`src/rtl/mem_bus_master.sv`:
```
// Host-side bus master: turns a byte stream of write/read burst commands into
// Memory address/in/load cycles and streams read data back as bytes.
module mem_bus_master #(
  parameter int READ_LATENCY = 1
) (
  input  logic        clk,
  input  logic        reset,
  input  logic [7:0]  rx_data,
  input  logic        rx_valid,
  output logic        rx_ready,
  output logic [7:0]  tx_data,
  output logic        tx_valid,
  input  logic        tx_ready,
  output logic [15:0] mem_address,
  output logic [15:0] mem_in,
  output logic        mem_load,
  input  logic [15:0] mem_out
);

  localparam logic [7:0] OP_WRITE = 8'h57;
  localparam logic [7:0] OP_READ  = 8'h52;
  localparam logic [7:0] BYTE_ACK = 8'h4B;
  localparam logic [7:0] BYTE_ERR = 8'h45;
  localparam logic [1:0] WAIT_LOAD = (READ_LATENCY > 0) ? 2'(READ_LATENCY - 1) : 2'd0;

  typedef enum logic [3:0] {
    IDLE,
    HDR_AH,
    HDR_AL,
    HDR_N,
    W_DH,
    W_DL,
    W_STROBE,
    W_ACK,
    R_ADDR,
    R_WAIT,
    R_TXH,
    R_TXL,
    ERR_TX
  } state_t;

  state_t      state;
  logic        is_write;
  logic [8:0]  count;
  logic [1:0]  wait_cnt;
  logic [7:0]  rdata_lo;
  logic        rx_take;
  logic        tx_take;

  assign rx_take = rx_valid && rx_ready;
  assign tx_take = tx_valid && tx_ready;

  // The read-data latch is split: tx_data itself carries the high byte while
  // rdata_lo keeps the low byte until the high byte has been consumed.
  always_ff @(posedge clk or posedge reset) begin
    if (reset) begin
      state       <= IDLE;
      is_write    <= 1'b0;
      count       <= 9'd0;
      wait_cnt    <= 2'd0;
      rdata_lo    <= 8'h00;
      mem_address <= 16'h0000;
      mem_in      <= 16'h0000;
      mem_load    <= 1'b0;
      rx_ready    <= 1'b0;
      tx_valid    <= 1'b0;
      tx_data     <= 8'h00;
    end else begin
      case (state)
        IDLE: begin
          rx_ready <= 1'b1;
          if (rx_take) begin
            if (rx_data == OP_WRITE || rx_data == OP_READ) begin
              is_write <= (rx_data == OP_WRITE);
              state    <= HDR_AH;
            end else begin
              rx_ready <= 1'b0;
              tx_data  <= BYTE_ERR;
              tx_valid <= 1'b1;
              state    <= ERR_TX;
            end
          end
        end

        HDR_AH: begin
          if (rx_take) begin
            mem_address[15:8] <= rx_data;
            state             <= HDR_AL;
          end
        end

        HDR_AL: begin
          if (rx_take) begin
            mem_address[7:0] <= rx_data;
            state            <= HDR_N;
          end
        end

        // A length byte of zero encodes the maximum burst of 256 words.
        HDR_N: begin
          if (rx_take) begin
            count <= (rx_data == 8'h00) ? 9'd256 : {1'b0, rx_data};
            if (is_write) begin
              state <= W_DH;
            end else begin
              rx_ready <= 1'b0;
              state    <= R_ADDR;
            end
          end
        end

        W_DH: begin
          if (rx_take) begin
            mem_in[15:8] <= rx_data;
            state        <= W_DL;
          end
        end

        W_DL: begin
          if (rx_take) begin
            mem_in[7:0] <= rx_data;
            mem_load    <= 1'b1;
            rx_ready    <= 1'b0;
            state       <= W_STROBE;
          end
        end

        W_STROBE: begin
          mem_load    <= 1'b0;
          mem_address <= mem_address + 16'd1;
          count       <= count - 9'd1;
          if (count == 9'd1) begin
            tx_data  <= BYTE_ACK;
            tx_valid <= 1'b1;
            state    <= W_ACK;
          end else begin
            rx_ready <= 1'b1;
            state    <= W_DH;
          end
        end

        W_ACK: begin
          if (tx_take) begin
            tx_valid <= 1'b0;
            rx_ready <= 1'b1;
            state    <= IDLE;
          end
        end

        // With zero latency the memory answers within the address cycle itself.
        R_ADDR: begin
          if (READ_LATENCY == 0) begin
            tx_data  <= mem_out[15:8];
            rdata_lo <= mem_out[7:0];
            tx_valid <= 1'b1;
            state    <= R_TXH;
          end else begin
            wait_cnt <= WAIT_LOAD;
            state    <= R_WAIT;
          end
        end

        R_WAIT: begin
          if (wait_cnt == 2'd0) begin
            tx_data  <= mem_out[15:8];
            rdata_lo <= mem_out[7:0];
            tx_valid <= 1'b1;
            state    <= R_TXH;
          end else begin
            wait_cnt <= wait_cnt - 2'd1;
          end
        end

        R_TXH: begin
          if (tx_take) begin
            tx_data <= rdata_lo;
            state   <= R_TXL;
          end
        end

        // Address and count only advance once the whole word has left.
        R_TXL: begin
          if (tx_take) begin
            tx_valid    <= 1'b0;
            mem_address <= mem_address + 16'd1;
            count       <= count - 9'd1;
            if (count == 9'd1) begin
              rx_ready <= 1'b1;
              state    <= IDLE;
            end else begin
              state <= R_ADDR;
            end
          end
        end

        ERR_TX: begin
          if (tx_take) begin
            tx_valid <= 1'b0;
            rx_ready <= 1'b1;
            state    <= IDLE;
          end
        end

        default: begin
          rx_ready <= 1'b0;
          tx_valid <= 1'b0;
          mem_load <= 1'b0;
          state    <= IDLE;
        end
      endcase
    end
  end

endmodule

```
`config.mk`:
```
export PLATFORM = sky130hd
export DESIGN_NAME = mem_bus_master
export DESIGN_NICKNAME = d
export VERILOG_FILES = /design/src/rtl/mem_bus_master.sv
export SDC_FILE = /design/constraint.sdc
export NUM_CORES = 1
export LEC_CHECK = 0
export ABC_AREA = 1
export CORE_MARGIN = 2
export CORE_UTILIZATION = 55
export CTS_BUF_LIST = sky130_fd_sc_hd__clkbuf_16
export CTS_CLUSTER_SIZE = 25
export DETAILED_ROUTE_END_ITERATION = 10
export GPL_TIMING_DRIVEN = 0
export PLACE_DENSITY = 0.86
export SYNTH_ARGS = -nofsm -noshare
export SYNTH_HDL_FRONTEND = slang
export SYNTH_SLANG_ARGS = --single-unit
```
`constraint.sdc`:
```
create_clock -name clk -period 3.47 [get_ports clk]
set_input_delay 0.694 -clock clk [delete_from_list [all_inputs] [get_ports clk]]
set_output_delay 0.694 -clock clk [all_outputs]
set_load 0.01 [all_outputs]
```
# Word-level counts from Yosys, hierarchy flattened
# Index checks and enable logic that the tools add are counted.
# op_classes
add_sub_neg,3
mul,0
div_mod_pow,0
n_lt_le_gt_ge,0
eq_ne,32
shifts,0
mux,48
bitwise,3
n_reduce_logical,29
# op_table
cell,n
two-way mux 4 bit,13
two-way mux 8 bit,6
case mux 4 bit (12 select lines),1
case mux 8 bit (3 select lines),2
case mux 8 bit (4 select lines),1
!= test 2 bit (second input constant),15
two-way mux 9 bit,3
case mux 9 bit (3 select lines),1
== test 4 bit (second input constant),5
adder 16 x 1 -> 16 bit (second input constant),1
== test 4 x 3 -> 1 bit (second input constant),4
== test 8 x 7 -> 1 bit (second input constant),2
two-way mux 16 bit,1
two-way mux 1 bit,14
AND reduction 3 bit,4
AND reduction 6 bit,2
OR reduction 11 bit,1
AND reduction 10 bit,1
AND reduction 2 bit,5
== test 9 x 1 -> 1 bit (second input constant),1
nonzero test 3 bit,3
subtractor 9 x 1 -> 9 bit (second input constant),1
== test 4 x 2 -> 1 bit (second input constant),2
zero test 8 bit,1
20 further kinds,25
# word_totals
reg_bits,67
latch_bits,0
ram_bits,0
mem_bits_ro,0
input_bits,28
out_inout_bits,43
word_cells,128
n_memories,0

# Longest topological paths before layout
# logic_depth
depth_word,5
ltp_mapped,12

# Worst setup path after synthesis
# OpenSTA, ideal clock, no wires.
# synth_timing
kind,input-to-reg
startpoint,input port rx_data[7]
endpoint,register tx_data[3]
setup_ns,0.074
arrival_ns,1.631
path_slack_ns,1.765
cell_stages,8
path_buffers,1
path_cell_list,nor3_1 -> nand2_1 -> nand2_1 -> nand2_1 -> nand2_2 -> buf_6 -> nand2_1 -> o21ai_2
# synth_between
elab_chain_cells,4
# synth_lines
element,line,text
"start, declared",8,"input logic [7:0] rx_data,"
== test 8 x 7 -> 1 bit,73,if (rx_data == OP_WRITE || rx_data == OP_READ) begin
logical OR 1 bit (*),73,
!= test 2 bit (no line) (*),n/a,
AND reduction 6 bit (no line) (*),n/a,
"end signal, assigned",153,tx_data <= mem_out[15:8];
"end signal, assigned",165,tx_data <= mem_out[15:8];
"end signal, assigned",176,tx_data <= rdata_lo;
"end, declared",11,"output logic [7:0] tx_data,"
# Mark *: on every way between the ends. The rest lies on a longest branch, timed or not.
# A chain may end at the register's enable or synchronous reset.

# Final worst setup path
# layout_timing
startpoint,input port rx_data[0]
endpoint,register tx_data[3]
# The elaborated chain is that of the path after synthesis.

==> results.txt <==
* RSZ-0062 raised after global routing: false
* Core area: 7140 sq um
* Rows: 31
- For this design the top-level I/O count stands at 71.
- Internal power comes to 2570 uW.
- Worst setup SP type: input pin
- Unique cell type count in the Yosys netlist: 39
- Count of final setup violators: 0
* Commonest non-fill, non-tap cells in the layout: 178 x sky130_fd_sc_hd__nand2_1, 72 x sky130_fd_sc_hd__nor2_1, 70 x sky130_fd_sc_hd__clkdlybuf4s50_1
- In the finished design, the share of the clock period the worst path needs comes to 66.3%.
* Run status: finished clean
- At the pin with the least slew margin, the transition time is between 0.6 and 0.7 ns.
* Clock tree from TritonCTS: built
* CTS Buf Count: 9
* Ratio of cells with drive above 1 in the final layout: roughly a tenth
* Count of nets left with antenna violations after detail routing: 0
- The number of antenna violations at the first check in global routing was 0.
- List of cells traversed by the critical path: clkdlybuf4s50_1 -> inv_1 -> nand2_1 -> a21oi_1 -> nand2_1 -> nand2_1 -> nand2_1 -> nand2_2 -> buf_6 -> nand2_1 -> o21ai_2
- The first global-routing pass estimated 18300 um of wire.
* DRT Wirelength: 11200 um
- Vias per cell: 5.51
* Share of the core filled with cells: 71.2%
- Total standard cell area after synthesis: 3990 sq um
- A synthesized cell averages 7.26 sq um.
- Effective utilization at floorplan: roughly 56%
- Kind of critical path: input pin to register
- Based on the critical path, the design can be clocked at up to 435 MHz.
- Across the run, the number of max-cap violations was 0.
* Vertical die dimension: between 80 and 90 um
- Congestion Overflow GR: 0
- Once the clock tree was built, the setup fixing pass inserted 0 buffers.
- Clock insertion delay at the later pin of the skew report: 0.33 ns
- Sequential fraction of the synthesis area: 42.1%
- CTS root buf: sky130_fd_sc_hd__clkbuf_16
* Pwr Total: 4510 uW
- The worst hold path belongs to the class register to register.
* Vias in the first global route: 3930
- Die outline width: 89.1 um
- Across all hold checks on the routed design, the worst slack comes to 0.479 ns.
- Number of resized instances in the post-cts repair step: 0
- CTS Buffer Depth: 2
- The number of hold-slack violations in the final timing report came to 0.
- Number of max-slew violations in the final report: 0
- Placed Area: 4830 sq um
- Compared with the post-synthesis result, the final layout area differs by 27.6%.
* Sort of element at the end of the critical path: register
- Across every metal layer, demand over resource in global routing totals 30.1%.
* Switching power share of the total: 43.1%
- CP Data Arrival Time: around 2.6 ns
- In this run, synthesis produced a sequential element count of between 60 and 70.
- Portion of total power attributed to the clock network: between 15 and 20%
- Maximum number of pins on one net before global-route repair: 39
- Clock H-tree levels: 3
- Counting every sink on the clock net gives 67.
* Area of the die: 7940 sq um
* Routed len/inst: 15.2 um
- The number of nets handed over by synthesis was 581.
- Highest cell delay on the worst timing path: 0.55 ns
- Min Tclk post-route: ~2.3 ns
- Static leakage: 0.00246 uW
- Worst slew slack as a fraction of its limit: 55.9%
* Hold buffer count at CTS: 0
* Count of unresolved DRC violations after routing: 0
- The most numerous cell type found on the critical path is sky130_fd_sc_hd__nand2_1.
* Via count: 4051
- Sequential cells burn 31.6% of the power.
- Layout Skew: 0.00445 ns
- Grouping stages by cell kind, the critical path spends the most delay in buffers and inverters.
- Cell area after layout: roughly 5000 sq um
- Dividing total power by cell area gives a power density of 887 nW/um^2.
* Part of the power in combinational logic: 50.8%
- At the end of routability-driven placement, the weighted congestion stood at 0.932.
- The number of buffers and inverters on the critical path is 3.
- The final layout contains 663 nets.
* Clock Pin Slew Worst Setup and Hold Paths: approximately 0.05 ns
- Data on the critical path is required at its endpoint by 3.73 ns.
* Switching pwr: 1940 uW
- Cells after synthesis: about 550
- Number of detailed-route iterations in the first pass: 5
* Port Buf Inserts: 70
* Setup WS post-layout: around 1.2 ns
- Number of diodes added for antenna fixing: 0
- Once detailed placement completed, the half-perimeter wirelength came to 8430 um.
* Most common cell after layout, fill and taps aside: sky130_fd_sc_hd__nand2_1
- Cell with the biggest individual delay on the critical path: sky130_fd_sc_hd__clkdlybuf4s50_1
- Worst-case vdd ir drop: 0.000477 V
* Maximum fanout count along the critical path: 10
* Number of warnings issued by yosys: 0
- For this block, the initial DRC count from the detailed router was 320.
* Post-Place Worst Slack: 0.898 ns
- Counting the fill cells in the layout gives 601.
==> cell usage after synthesis <==
| master | number | area, sq um |
|---|---|---|
| sky130_fd_sc_hd__nand4_1 | 5 | 31.3 |
| sky130_fd_sc_hd__nor3_1 | 8 | 40.0 |
| sky130_fd_sc_hd__nor2_1 | 72 | 270 |
| sky130_fd_sc_hd__xnor2_1 | 1 | 8.76 |
| sky130_fd_sc_hd__a21oi_4 | 1 | 16.3 |
| sky130_fd_sc_hd__o21ai_1 | 3 | 15.0 |
| sky130_fd_sc_hd__o21bai_1 | 1 | 7.51 |
| sky130_fd_sc_hd__o21ai_0 | 44 | 220 |
| sky130_fd_sc_hd__o21ai_2 | 4 | 35.0 |
| sky130_fd_sc_hd__nand3b_1 | 1 | 7.51 |
| sky130_fd_sc_hd__nand2_1 | 178 | 668 |
| sky130_fd_sc_hd__buf_6 | 4 | 45.0 |
| sky130_fd_sc_hd__buf_4 | 1 | 7.51 |
| sky130_fd_sc_hd__nand2_2 | 7 | 43.8 |
| sky130_fd_sc_hd__nand3_2 | 2 | 20.0 |
| sky130_fd_sc_hd__o22ai_1 | 1 | 6.26 |
| sky130_fd_sc_hd__xor2_1 | 3 | 26.3 |
| sky130_fd_sc_hd__nor2_4 | 5 | 56.3 |
| sky130_fd_sc_hd__clkbuf_1 | 2 | 7.51 |
| sky130_fd_sc_hd__inv_1 | 49 | 184 |
| sky130_fd_sc_hd__o211ai_1 | 2 | 15.0 |
| sky130_fd_sc_hd__o21a_1 | 1 | 7.51 |
| sky130_fd_sc_hd__nor2_2 | 4 | 25.0 |
| sky130_fd_sc_hd__o21ai_4 | 2 | 32.5 |
| sky130_fd_sc_hd__a21bo_2 | 1 | 10.0 |
| sky130_fd_sc_hd__inv_2 | 4 | 15.0 |
| sky130_fd_sc_hd__or2_2 | 1 | 6.26 |
| sky130_fd_sc_hd__ha_1 | 4 | 50.1 |
| sky130_fd_sc_hd__nand2_4 | 3 | 33.8 |
| sky130_fd_sc_hd__a22oi_1 | 2 | 15.0 |
| sky130_fd_sc_hd__a31oi_1 | 1 | 6.26 |
| sky130_fd_sc_hd__nand3_1 | 33 | 165 |
| sky130_fd_sc_hd__dfrtp_1 | 67 | 1680 |
| sky130_fd_sc_hd__nor4_1 | 1 | 6.26 |
| sky130_fd_sc_hd__mux2_2 | 6 | 67.6 |
| sky130_fd_sc_hd__a22o_1 | 2 | 17.5 |
| sky130_fd_sc_hd__o2111ai_1 | 1 | 8.76 |
| sky130_fd_sc_hd__buf_2 | 2 | 10.0 |
| sky130_fd_sc_hd__a21oi_1 | 20 | 100 |
==> kinds of logic after synthesis <==
| kind of cell | count (synthesis) | share of synthesized area [%] |
|---|---|---|
| simple gates | 320 | 34.5 |
| compound gates | 86 | 12.9 |
| flops | 67 | 42.1 |
| buf+inv | 62 | 6.75 |
| mux | 6 | 1.70 |
| xor+xnor | 4 | 0.879 |
| fa+ha+maj | 4 | 1.26 |
==> layer usage <==
metal	part of all wire [%]	vias to the layer above	track usage, %
li1	-	1930	-
met4	3.1	0	14.1
met3	5.1	38	4.34
met1	41	1912	38.6
met5	0	-	0
met2	50	171	50.4
==> power by group through the flow <==
stage | Sequential, uW | Clock (uW) | Combinational [uW]
2_1_floorplan | 1470 | 0 | 1330
3_3_place_gp | 1410 | 0 | 2180
3_5_place_dp | 1430 | 0 | 2260
4_1_cts | 1420 | 794 | 2280
5_1_grt | 1470 | 834 | 2530
6_report | 1430 | 791 | 2290
==> sequential cells by signal (all words and copies together), names as in the netlist <==
signal	cells
tx_data	8
rx_ready	1
mem_load	1
is_write	1
state	4
count	9
tx_valid	1
mem_address	16
wait_cnt	2
mem_in	16
rdata_lo	8
==> area by class of cell <==
cell class | instances | area, sq um | share of cell area [%]
Multi-Input combinational cell | 420 | 2040 | 40.1
Tap cell | 99 | 124 | 2.44
Timing Repair Buffer | 71 | 721 | 14.2
Sequential cell | 67 | 1680 | 33.0
Inverter | 53 | 199 | 3.91
Clock inverter | 7 | 28.8 | 0.566
Clock buffer | 9 | 225 | 4.43
Buffer | 9 | 70.1 | 1.38
==> tightest hold or removal path, stage by stage (launching register included) <==
cell	delay, ns
sky130_fd_sc_hd__dfrtp_1	0.34
sky130_fd_sc_hd__nand2_1	0.05
sky130_fd_sc_hd__nand2_1	0.05
==> stage by stage <==
step / setup TNS [ns] / instances
final: 0 / 735
after global routing: 0 / 735
after CTS: 0 / 735
after detailed placement: 0 / 719
after global placement: -1.21 / 718
after floorplan: 0 / 549
==> final timing paths <==
| path | from | endpoint | slack [ns] | cells past startpoint |
|---|---|---|---|---|
| min in group asynchronous | reset | count[0]$_DFFE_PP0P_ | 0.78 | 2 |
| setup reg to reg | state[3]$_DFFE_PP0P_ | tx_data[3]$_DFFE_PP0P_ | 1.56 | 8 |
| hold reg to reg | tx_data[4]$_DFFE_PP0P_ | tx_data[4]$_DFFE_PP0P_ | 0.48 | 2 |
| hold / removal | tx_data[4]$_DFFE_PP0P_ | tx_data[4]$_DFFE_PP0P_ | 0.48 | 2 |
| max in group asynchronous | reset | mem_in[9]$_DFFE_PP0P_ | 2.05 | 3 |
| setup / recovery | rx_data[0] | tx_data[3]$_DFFE_PP0P_ | 1.17 | 11 |
(Power assumes the default switching activity.)
